$ cat src/rtl/glitch_wb_master_pkg.sv
// Shared types, glitch peripheral register addresses and the per-state access lookup
// used by the glitch Wishbone initiator.
package glitch_wb_master_pkg;

  localparam int unsigned ADR_W = 4;
  localparam int unsigned DAT_W = 8;

  localparam logic [ADR_W-1:0] GLITCH_STATUS     = 4'h0;
  localparam logic [ADR_W-1:0] GLITCH_QUEUE_0    = 4'h1;
  localparam logic [ADR_W-1:0] GLITCH_QUEUE_1    = 4'h2;
  localparam logic [ADR_W-1:0] GLITCH_QUEUE_2    = 4'h3;
  localparam logic [ADR_W-1:0] GLITCH_QUEUE_3    = 4'h4;
  localparam logic [ADR_W-1:0] GLITCH_FIFO_EMPTY = 4'h5;
  localparam logic [ADR_W-1:0] GLITCH_FIFO_FULL  = 4'h6;

  typedef enum logic [3:0] {
    ST_IDLE,
    ST_STS_RD,
    ST_EMPTY_RD,
    ST_FULL_RD,
    ST_BACKOFF,
    ST_WR0,
    ST_WR1,
    ST_WR2,
    ST_WR3
  } state_e;

  typedef struct packed {
    logic             we;
    logic [ADR_W-1:0] adr;
    logic [DAT_W-1:0] dat;
  } acc_req_t;

  // Bus access issued on behalf of a given sequencer state.
  function automatic acc_req_t access_for(input state_e st, input logic [31:0] entry);
    acc_req_t r;
    r = '{we: 1'b0, adr: GLITCH_STATUS, dat: '0};
    case (st)
      ST_EMPTY_RD: r.adr = GLITCH_FIFO_EMPTY;
      ST_FULL_RD:  r.adr = GLITCH_FIFO_FULL;
      ST_WR0:      r = '{we: 1'b1, adr: GLITCH_QUEUE_0, dat: entry[7:0]};
      ST_WR1:      r = '{we: 1'b1, adr: GLITCH_QUEUE_1, dat: entry[15:8]};
      ST_WR2:      r = '{we: 1'b1, adr: GLITCH_QUEUE_2, dat: entry[23:16]};
      ST_WR3:      r = '{we: 1'b1, adr: GLITCH_QUEUE_3, dat: entry[31:24]};
      default:     ;
    endcase
    return r;
  endfunction

endpackage

$ cat src/rtl/glitch_wb_access.sv
// Single-beat Wishbone master: registered strobe, qualified ack, mandatory gap cycle
// and per-access timeout.
module glitch_wb_access
  import glitch_wb_master_pkg::*;
#(
  parameter int unsigned TIMEOUT = 16
) (
  input  logic             clk_i,
  input  logic             rst_ni,
  input  logic             start_i,
  input  acc_req_t         req_i,
  output logic             ack_o,
  output logic             timeout_o,
  output logic [DAT_W-1:0] rdata_o,
  output logic             stb_o,
  output logic             we_o,
  output logic [ADR_W-1:0] adr_o,
  output logic [DAT_W-1:0] dat_o,
  input  logic [DAT_W-1:0] dat_i,
  input  logic             ack_i
);

  localparam logic [7:0] TO_LAST = 8'(TIMEOUT - 1);

  logic       stb_q;
  logic [7:0] cnt_q;

  // An ack only counts once the responder has seen the strobe for a full cycle;
  // this also rejects the stale ack it emits during the gap.
  assign ack_o     = stb_o & stb_q & ack_i;
  assign timeout_o = stb_o & ~ack_o & (cnt_q == TO_LAST);
  assign rdata_o   = dat_i;

  always_ff @(posedge clk_i or negedge rst_ni) begin
    if (!rst_ni) begin
      stb_o <= 1'b0;
      stb_q <= 1'b0;
      we_o  <= 1'b0;
      adr_o <= '0;
      dat_o <= '0;
      cnt_q <= '0;
    end else begin
      stb_q <= stb_o;
      if (stb_o) begin
        if (ack_o || timeout_o) stb_o <= 1'b0;
        else                    cnt_q <= cnt_q + 8'd1;
      end else if (start_i) begin
        stb_o <= 1'b1;
        we_o  <= req_i.we;
        adr_o <= req_i.adr;
        dat_o <= req_i.dat;
        cnt_q <= '0;
      end
    end
  end

endmodule

$ cat src/rtl/glitch_wb_master.sv
// Wishbone initiator feeding 32-bit glitch entries into the glitch peripheral queue
// and servicing on-demand status snapshots.
//
// state    | meaning
// IDLE     | waiting; pending status request wins over a new entry
// STS_RD   | reading STATUS
// EMPTY_RD | reading FIFO_EMPTY, then publishing the snapshot
// FULL_RD  | polling FIFO_FULL before writing an entry
// BACKOFF  | waiting POLL_GAP cycles before the next FIFO_FULL poll
// WR0..WR3 | writing QUEUE_0..QUEUE_3; the QUEUE_3 write commits the entry
module glitch_wb_master
  import glitch_wb_master_pkg::*;
#(
  parameter int unsigned TIMEOUT  = 16,
  parameter int unsigned POLL_GAP = 4
) (
  input  logic             clk_i,
  input  logic             rst_ni,
  input  logic             req_valid_i,
  input  logic [31:0]      req_data_i,
  output logic             req_ready_o,
  output logic             done_o,
  output logic             err_o,
  input  logic             sts_req_i,
  output logic             sts_valid_o,
  output logic             sts_ready_o,
  output logic             sts_empty_o,
  output logic             stb_o,
  output logic             we_o,
  output logic [ADR_W-1:0] adr_o,
  output logic [DAT_W-1:0] dat_o,
  input  logic [DAT_W-1:0] dat_i,
  input  logic             ack_i
);

  state_e           state_q, state_d;
  logic [31:0]      entry_q;
  logic             sts_pend_q;
  logic             sts_rdy_cap_q;
  logic [7:0]       bo_cnt_q;

  logic             acc_start;
  acc_req_t         acc_req;
  logic             acc_ack;
  logic             acc_to;
  logic [DAT_W-1:0] acc_rdata;
  logic             rd_bit;
  logic             rdata_unused;

  assign rd_bit       = acc_rdata[0];
  assign rdata_unused = ^acc_rdata[DAT_W-1:1];
  assign req_ready_o  = (state_q == ST_IDLE) & ~sts_pend_q;

  glitch_wb_access #(
    .TIMEOUT (TIMEOUT)
  ) u_access (
    .clk_i     (clk_i),
    .rst_ni    (rst_ni),
    .start_i   (acc_start),
    .req_i     (acc_req),
    .ack_o     (acc_ack),
    .timeout_o (acc_to),
    .rdata_o   (acc_rdata),
    .stb_o     (stb_o),
    .we_o      (we_o),
    .adr_o     (adr_o),
    .dat_o     (dat_o),
    .dat_i     (dat_i),
    .ack_i     (ack_i)
  );

  always_comb begin
    state_d   = state_q;
    acc_start = 1'b0;
    acc_req   = access_for(state_q, entry_q);
    unique case (state_q)
      ST_IDLE: begin
        if (sts_pend_q) begin
          acc_start = 1'b1;
          acc_req   = access_for(ST_STS_RD, entry_q);
          state_d   = ST_STS_RD;
        end else if (req_valid_i) begin
          acc_start = 1'b1;
          acc_req   = access_for(ST_FULL_RD, entry_q);
          state_d   = ST_FULL_RD;
        end
      end
      ST_BACKOFF: begin
        if (bo_cnt_q == 8'd0) begin
          acc_start = 1'b1;
          acc_req   = access_for(ST_FULL_RD, entry_q);
          state_d   = ST_FULL_RD;
        end
      end
      ST_STS_RD, ST_EMPTY_RD, ST_FULL_RD, ST_WR0, ST_WR1, ST_WR2, ST_WR3: begin
        // The strobe is low here only in the gap after the previous access.
        acc_start = ~stb_o;
        if (acc_to) begin
          state_d = ST_IDLE;
        end else if (acc_ack) begin
          case (state_q)
            ST_STS_RD:  state_d = ST_EMPTY_RD;
            ST_FULL_RD: state_d = rd_bit ? ST_BACKOFF : ST_WR0;
            ST_WR0:     state_d = ST_WR1;
            ST_WR1:     state_d = ST_WR2;
            ST_WR2:     state_d = ST_WR3;
            default:    state_d = ST_IDLE;
          endcase
        end
      end
      default: state_d = ST_IDLE;
    endcase
  end

  always_ff @(posedge clk_i or negedge rst_ni) begin
    if (!rst_ni) begin
      state_q       <= ST_IDLE;
      entry_q       <= '0;
      sts_pend_q    <= 1'b0;
      sts_rdy_cap_q <= 1'b0;
      bo_cnt_q      <= '0;
      done_o        <= 1'b0;
      err_o         <= 1'b0;
      sts_valid_o   <= 1'b0;
      sts_ready_o   <= 1'b0;
      sts_empty_o   <= 1'b0;
    end else begin
      state_q     <= state_d;
      done_o      <= acc_ack & (state_q == ST_WR3);
      err_o       <= acc_to;
      sts_valid_o <= acc_ack & (state_q == ST_EMPTY_RD);

      if (req_ready_o && req_valid_i) entry_q <= req_data_i;

      if (sts_req_i)                               sts_pend_q <= 1'b1;
      else if (acc_ack && state_q == ST_EMPTY_RD)  sts_pend_q <= 1'b0;

      if (acc_ack && state_q == ST_STS_RD) sts_rdy_cap_q <= rd_bit;
      if (acc_ack && state_q == ST_EMPTY_RD) begin
        sts_ready_o <= sts_rdy_cap_q;
        sts_empty_o <= rd_bit;
      end

      if (acc_ack && state_q == ST_FULL_RD)          bo_cnt_q <= 8'(POLL_GAP - 1);
      else if (state_q == ST_BACKOFF && bo_cnt_q != 8'd0) bo_cnt_q <= bo_cnt_q - 8'd1;
    end
  end

endmodule

$ cat config.mk
export PLATFORM = sky130hd
export DESIGN_NAME = glitch_wb_master
export DESIGN_NICKNAME = d
export VERILOG_FILES = /design/src/rtl/glitch_wb_master_pkg.sv /design/src/rtl/glitch_wb_access.sv /design/src/rtl/glitch_wb_master.sv
export SDC_FILE = /design/constraint.sdc
export NUM_CORES = 1
export LEC_CHECK = 0
export CORE_UTILIZATION = 30
export DETAILED_ROUTE_END_ITERATION = 6
export DONT_BUFFER_PORTS = 1
export PLACE_DENSITY = 0.51
export SLEW_MARGIN = 20
export SYNTH_ARGS = -nofsm -noshare
export SYNTH_HDL_FRONTEND = slang
export SYNTH_SLANG_ARGS = --single-unit
$ cat constraint.sdc
create_clock -name clk_i -period 2.5 [get_ports clk_i]
set_input_delay 0.25 -clock clk_i [delete_from_list [all_inputs] [get_ports clk_i]]
set_output_delay 0.25 -clock clk_i [all_outputs]
set_load 0.05 [all_outputs]
; ---- Word level (Yosys, flattened, before mapping)
; Index checks and enable logic that the tools add are counted.
[totals]
register_bits = 74
inputBits = 45
output_inout_bits = 20
[op_classes]
n_addsub = 2
n_eq_ne = 13
n_mux = 29
bitwise = 10
reduce_logical = 17
[ops]
columns = operator, n
row1 = $mux 8, 5
row2 = $mux 13, 3
row3 = $pmux 8 s4, 1
row4 = $pmux 13 s2, 1
row5 = $mux 4, 5
row6 = $pmux 4 s5, 1
row7 = $pmux 3 s6, 1
row8 = $eq 4x3->1 const B, 4
row9 = $pmux 4 s3, 1
row10 = $mux 1, 10
row11 = $add 8x1->8 const B, 1
row12 = $eq 4x2->1 const B, 2
row13 = $eq 8x4->1 const B, 1
row14 = $logic_not 8->1, 1
row15 = $reduce_bool 8->1, 1
row16 = $sub 8x1->8 const B, 1
row17 = $and 1x1->1, 7
row18 = $reduce_or 7->1, 1
row19 = $ne 3x3->1 const B, 2
row20 = $reduce_bool 2->1, 3
row21 = $logic_and 1x1->1, 5
row22 = $eq 4x1->1 const B, 1
row23 = $eq 4x4->1 const B, 1
row24 = $logic_not 4->1, 1
row25 = other kinds (7), 11

; ---- Longest topological paths before layout
[logic_depth]
depth_word = 8
mapped_depth = 8
mapped_depth_nobuf = 6

; ---- Modules after synthesis
; A second synthesis with hierarchy kept.
[unflattened]
hier_cells = 324
hier_area_um2 = 3613.5
[modules_own_cells]
columns = module, instances, cells_each, area_per_inst_um2
row1 = glitch_wb_master, 1, 210, 2516.2
row2 = glitch_wb_access, 1, 114, 1097.3

; ---- Least setup slack after synthesis
; No wires, ideal clock.
[synth_timing]
path_type = register -> register
startpoint = register bo_cnt_q[0]
endpoint = register u_access.adr_o[1]
setup_ns = 0.128
t_arrival_ns = 1.924
slack_ns = 0.448
path_stages_with_launch = 8
cell_sequence = dfrtp_1 > inv_1 > ha_1 > or4b_1 > buf_2 > nor3_4 > o21a_2 > mux2_1
[synth_between]
elab_chain_cells = 4
word_cells_on_any_way = 6
classes_between = 4 x mux / 2 x reduce/logical
[synth_lines]
columns = element, line
row1 = start: declaration, glitch_wb_master.sv:40  ; logic [7:0] bo_cnt_q;
row2 = start signal: assignment, glitch_wb_master.sv:144  ; if (acc_ack && state_q == ST_FULL_RD) bo_cnt_q <= 8'(POLL_GAP - 1);
row3 = start signal: assignment, glitch_wb_master.sv:145  ; else if (state_q == ST_BACKOFF && bo_cnt_q != 8'd0) bo_cnt_q <= bo_cnt_q - 8'd1;
row4 = $logic_not 8->1 *, glitch_wb_master.sv:89  ; if (bo_cnt_q == 8'd0) begin
row5 = $mux 1, glitch_wb_master.sv:89
row6 = $pmux 1 s3, glitch_wb_master.sv:76  ; unique case (state_q)
row7 = $reduce_and 2->1 (no line), --
row8 = end signal: assignment, glitch_wb_access.sv:50  ; adr_o <= req_i.adr;
row9 = end: declaration, glitch_wb_access.sv:17  ; output logic [ADR_W-1:0] adr_o,
; Mark *: on every way between the ends. The rest lies on a longest branch, timed or not.
; A chain may end at the register's enable or synchronous reset.

; ---- Worst setup path in the final report
[layout_timing]
startpoint = register bo_cnt_q[0]
endpoint = register state_q[0]
[layout_between]
elab_chain_cells = 3
[layout_lines]
columns = element, line
row1 = $logic_not 8->1, glitch_wb_master.sv:89
row2 = $ne 2x2->1 (no line), --
row3 = $reduce_and 3->1 (no line), --
row4 = end signal: assignment, glitch_wb_master.sv:128  ; state_q <= state_d;
row5 = end: declaration, glitch_wb_master.sv:36  ; state_e state_q, state_d;
; Every way passes these cells.

==> impl_metrics.env <==
export IMPL_cts_tree="done"
export IMPL_max_cap_violations=0
export IMPL_grt_total_usage_pct=13.8
export IMPL_post_cts_repair_setup_buffers=0
export IMPL_final_max_slew_viol_count=0
export IMPL_powerDensity_mw_per_mm2=1200
export IMPL_worst_r2r_cell_count=6
export IMPL_fin_tns_setup_ps=0
export IMPL_yosys_warnings=0
export IMPL_antenna_cells=0
export IMPL_routed_wl_um=8000
export IMPL_synth_nets=358
export IMPL_finalNonFillerCells=464
export IMPL_p_leak_uw=0.00183
export IMPL_synth_cell_area_mm2=0.00355
export IMPL_start_util_pct=31.0
export IMPL_cts_buffers=9
export IMPL_syn_inst=311
export IMPL_syn_avg_cell_area_um2=11.4
export IMPL_layout_area_seq_mm2=0.00183
export IMPL_wl_met2_um=3630
export IMPL_r2r_end="state_q[0]$_DFFE_PN0P_"
export IMPL_synth_edff_count=0
export IMPL_grt_overflow=0
export IMPL_fp_dieArea_mm2=0.0123
export IMPL_layout_commonest_cell="dfrtp_1"
export IMPL_r2r_setup_slack_ps=230
export IMPL_ys_ff_latch=73
export IMPL_met3_length_um=660
export IMPL_startpoint="bo_cnt_q[0]$_DFFE_PN0P_"
export IMPL_top_layer_used="met4"
export IMPL_min_delay_path_class="primary input to register"
export IMPL_status="completed"
export IMPL_root_buffer="clkbuf_16"
export IMPL_critical_path_required_ps=2710
export IMPL_ant_nets=0
export IMPL_hpwl_um=5620
export IMPL_place_inst=446
export IMPL_nNetsFinal=363
export IMPL_drc=0
export IMPL_r2r_start="bo_cnt_q[0]$_DFFE_PN0P_"
export IMPL_drtPass1Iterations=4
export IMPL_cp_end_kind="register"
export IMPL_cts_htree_levels=3
export IMPL_cp_arrival_ps=2480
export IMPL_grt_max_degree=74
export IMPL_postCtsHoldBufs=2
export IMPL_critical_path_endpoint="state_q[0]$_DFFE_PN0P_"
export IMPL_clk_latency_ps=330
export IMPL_cp_start_kind="register"
export IMPL_slew_headroom_pct=51.2
export IMPL_synth_distinct_cells=58
export IMPL_rsz0062_at_grt="no"
export IMPL_die_h_um=111
export IMPL_final_core_util_pct=35.5
export IMPL_ys_seq_area_share_pct=51.4
export IMPL_hold_violations=0
export IMPL_multi_input_area_mm2=0.00162
export IMPL_min_period_ps=2270
export IMPL_synthFlopType="dfrtp_1"
export IMPL_grt_pass1_wl_um=13400
export IMPL_routedWlPerCell_um=17.3
export IMPL_cts_clk_slew_worst_paths_ps=60
export IMPL_post_route_period_util_pct=90.6
export IMPL_ioPinCount=65
export IMPL_fillers=1128
export IMPL_cts_sinks=73
export IMPL_vias=2493
export IMPL_viasPerCell=5.37
export IMPL_syn_to_final_growth_pct=14.6
export IMPL_clock_skew_ps=5.95
export IMPL_cts_resized=0
export IMPL_critical_path_class="register to register"
export IMPL_max_freq_mhz=441
export IMPL_critPathMaxFanout=6
export IMPL_gpl_final_weighted_congestion=0.779
export IMPL_min_from="sts_req_i"
export IMPL_numPortBuffers=0
export IMPL_final_cell_mix="dfrtp_1, mux2_2, nand2_1, nor2_1, mux2_1"
export IMPL_ys_async_sr_fraction_pct=100
export IMPL_antenna_found_initial=1
export IMPL_finalSetupViolations=0
export IMPL_post_route_cells_drive_above_1_share_pct=21.8
export IMPL_wl_met1_um=3520
export IMPL_cts_buffer_depth=2
export IMPL_die_x_um=111
export IMPL_grt_pass1_vias=2579
export IMPL_fp_row_count=39
export IMPL_vdd_ir_drop_max_uv=420
export IMPL_drtIter0Drc=69
export IMPL_tightest_slew_ps=732
export IMPL_design_core_area_mm2=0.0115
==> power breakdown <==
group	switching (µW)	internal, µW	leakage (µW)	total (µW)
registers	481	1540	0.000970	2020
clock network	477	796	0.000142	1270
logic	920	682	0.000720	1600
==> layer usage <==
layer | up-vias | global-route usage [%]
met5 | - | 0
met4 | 0 | 5.60
li1 | 1159 | -
met3 | 14 | 5.47
met2 | 65 | 21.0
met1 | 1255 | 17.5
==> synthesized netlist by cell type, drive strengths merged (2+ instances only) <==
cell / n / area (µm²)
dfrtp: 73 / 1830
mux2: 46 / 518
nand2: 25 / 93.8
o21ai: 20 / 104
nor2: 15 / 58.8
buf: 9 / 55.0
clkbuf: 9 / 33.8
a22o: 8 / 70.1
a22oi: 8 / 60.1
nand3: 8 / 40.0
a21oi: 7 / 35.0
or3: 7 / 43.8
inv: 6 / 22.5
nor3: 5 / 41.3
o31ai: 5 / 37.5
a32o: 4 / 40.0
nand4: 4 / 25.0
o211ai: 4 / 30.0
or4: 4 / 37.5
a21o: 3 / 22.5
nor4b: 3 / 32.5
xor2: 3 / 26.3
a211oi: 2 / 15.0
and2: 2 / 12.5
and3: 2 / 12.5
ha: 2 / 25.0
mux2i: 2 / 20.0
nand2b: 2 / 12.5
nor2b: 2 / 12.5
o21a: 2 / 16.3
o21bai: 2 / 15.0
or2: 2 / 12.5
or4b: 2 / 20.0
xnor2: 2 / 17.5
==> sequential cells by signal (all words and copies together) (netlist names), 3 cells and up <==
register        count
entry_q            32
bo_cnt_q            8
u_access.cnt_q      8
u_access.dat_o      8
state_q             4
u_access.adr_o      3
==> cell type report <==
cell class              count  area share, %
well taps                 143           4.40
multi-input cells         214           39.8
flip-flops and latches     73           44.9
clock buffers              11           5.96
inverters                   6          0.553
repair buffers             12           3.07
clock inverters             5           1.35
==> kinds of logic after synthesis <==
family | Yosys count | share of synthesized area (%)
mux | 48 | 15.2
xor+xnor | 5 | 1.23
flops | 73 | 51.4
buf+inv | 24 | 3.14
simple gates | 84 | 13.0
other cells | 1 | 0.106
fa+ha+maj | 2 | 0.705
compound gates | 74 | 15.2
==> through the flow <==
stage          total power, µW  worst slack [ps]  area (µm²)  hold slack, ps
5_1_grt                   5220              51.5        4070            10.6
4_1_cts                   4940               230        4070            6.85
3_5_place_dp              3620               230        3730           -42.2
6_report                  4900               235        4070            13.2
3_3_place_gp              3570               272        3730           -42.4
2_1_floorplan             3220               448        3550           -45.6
==> worst min path at each step <==
stage / to / slack [ps] / cells past startpoint
floorplan: bo_cnt_q[0]$_DFFE_PN0P_ / -50 / 0
global placement: bo_cnt_q[7]$_DFFE_PN0P_ / -40 / 0
detailed placement: bo_cnt_q[5]$_DFFE_PN0P_ / -40 / 0
CTS: sts_pend_q$_DFFE_PN0P_ / 7 / 1
global route: sts_pend_q$_DFFE_PN0P_ / 10 / 1
finish: sts_pend_q$_DFFE_PN0P_ / 10 / 1
==> worst max-delay path, cell delays in order, from the launching register on <==
cell       delay [ps]
dfrtp_1           370
inv_1              90
ha_1              210
or4b_1            600
o31ai_1           340
a2bb2oi_1         200
mux2_2            350
Note: power is estimated with default switching activity, not from simulation.
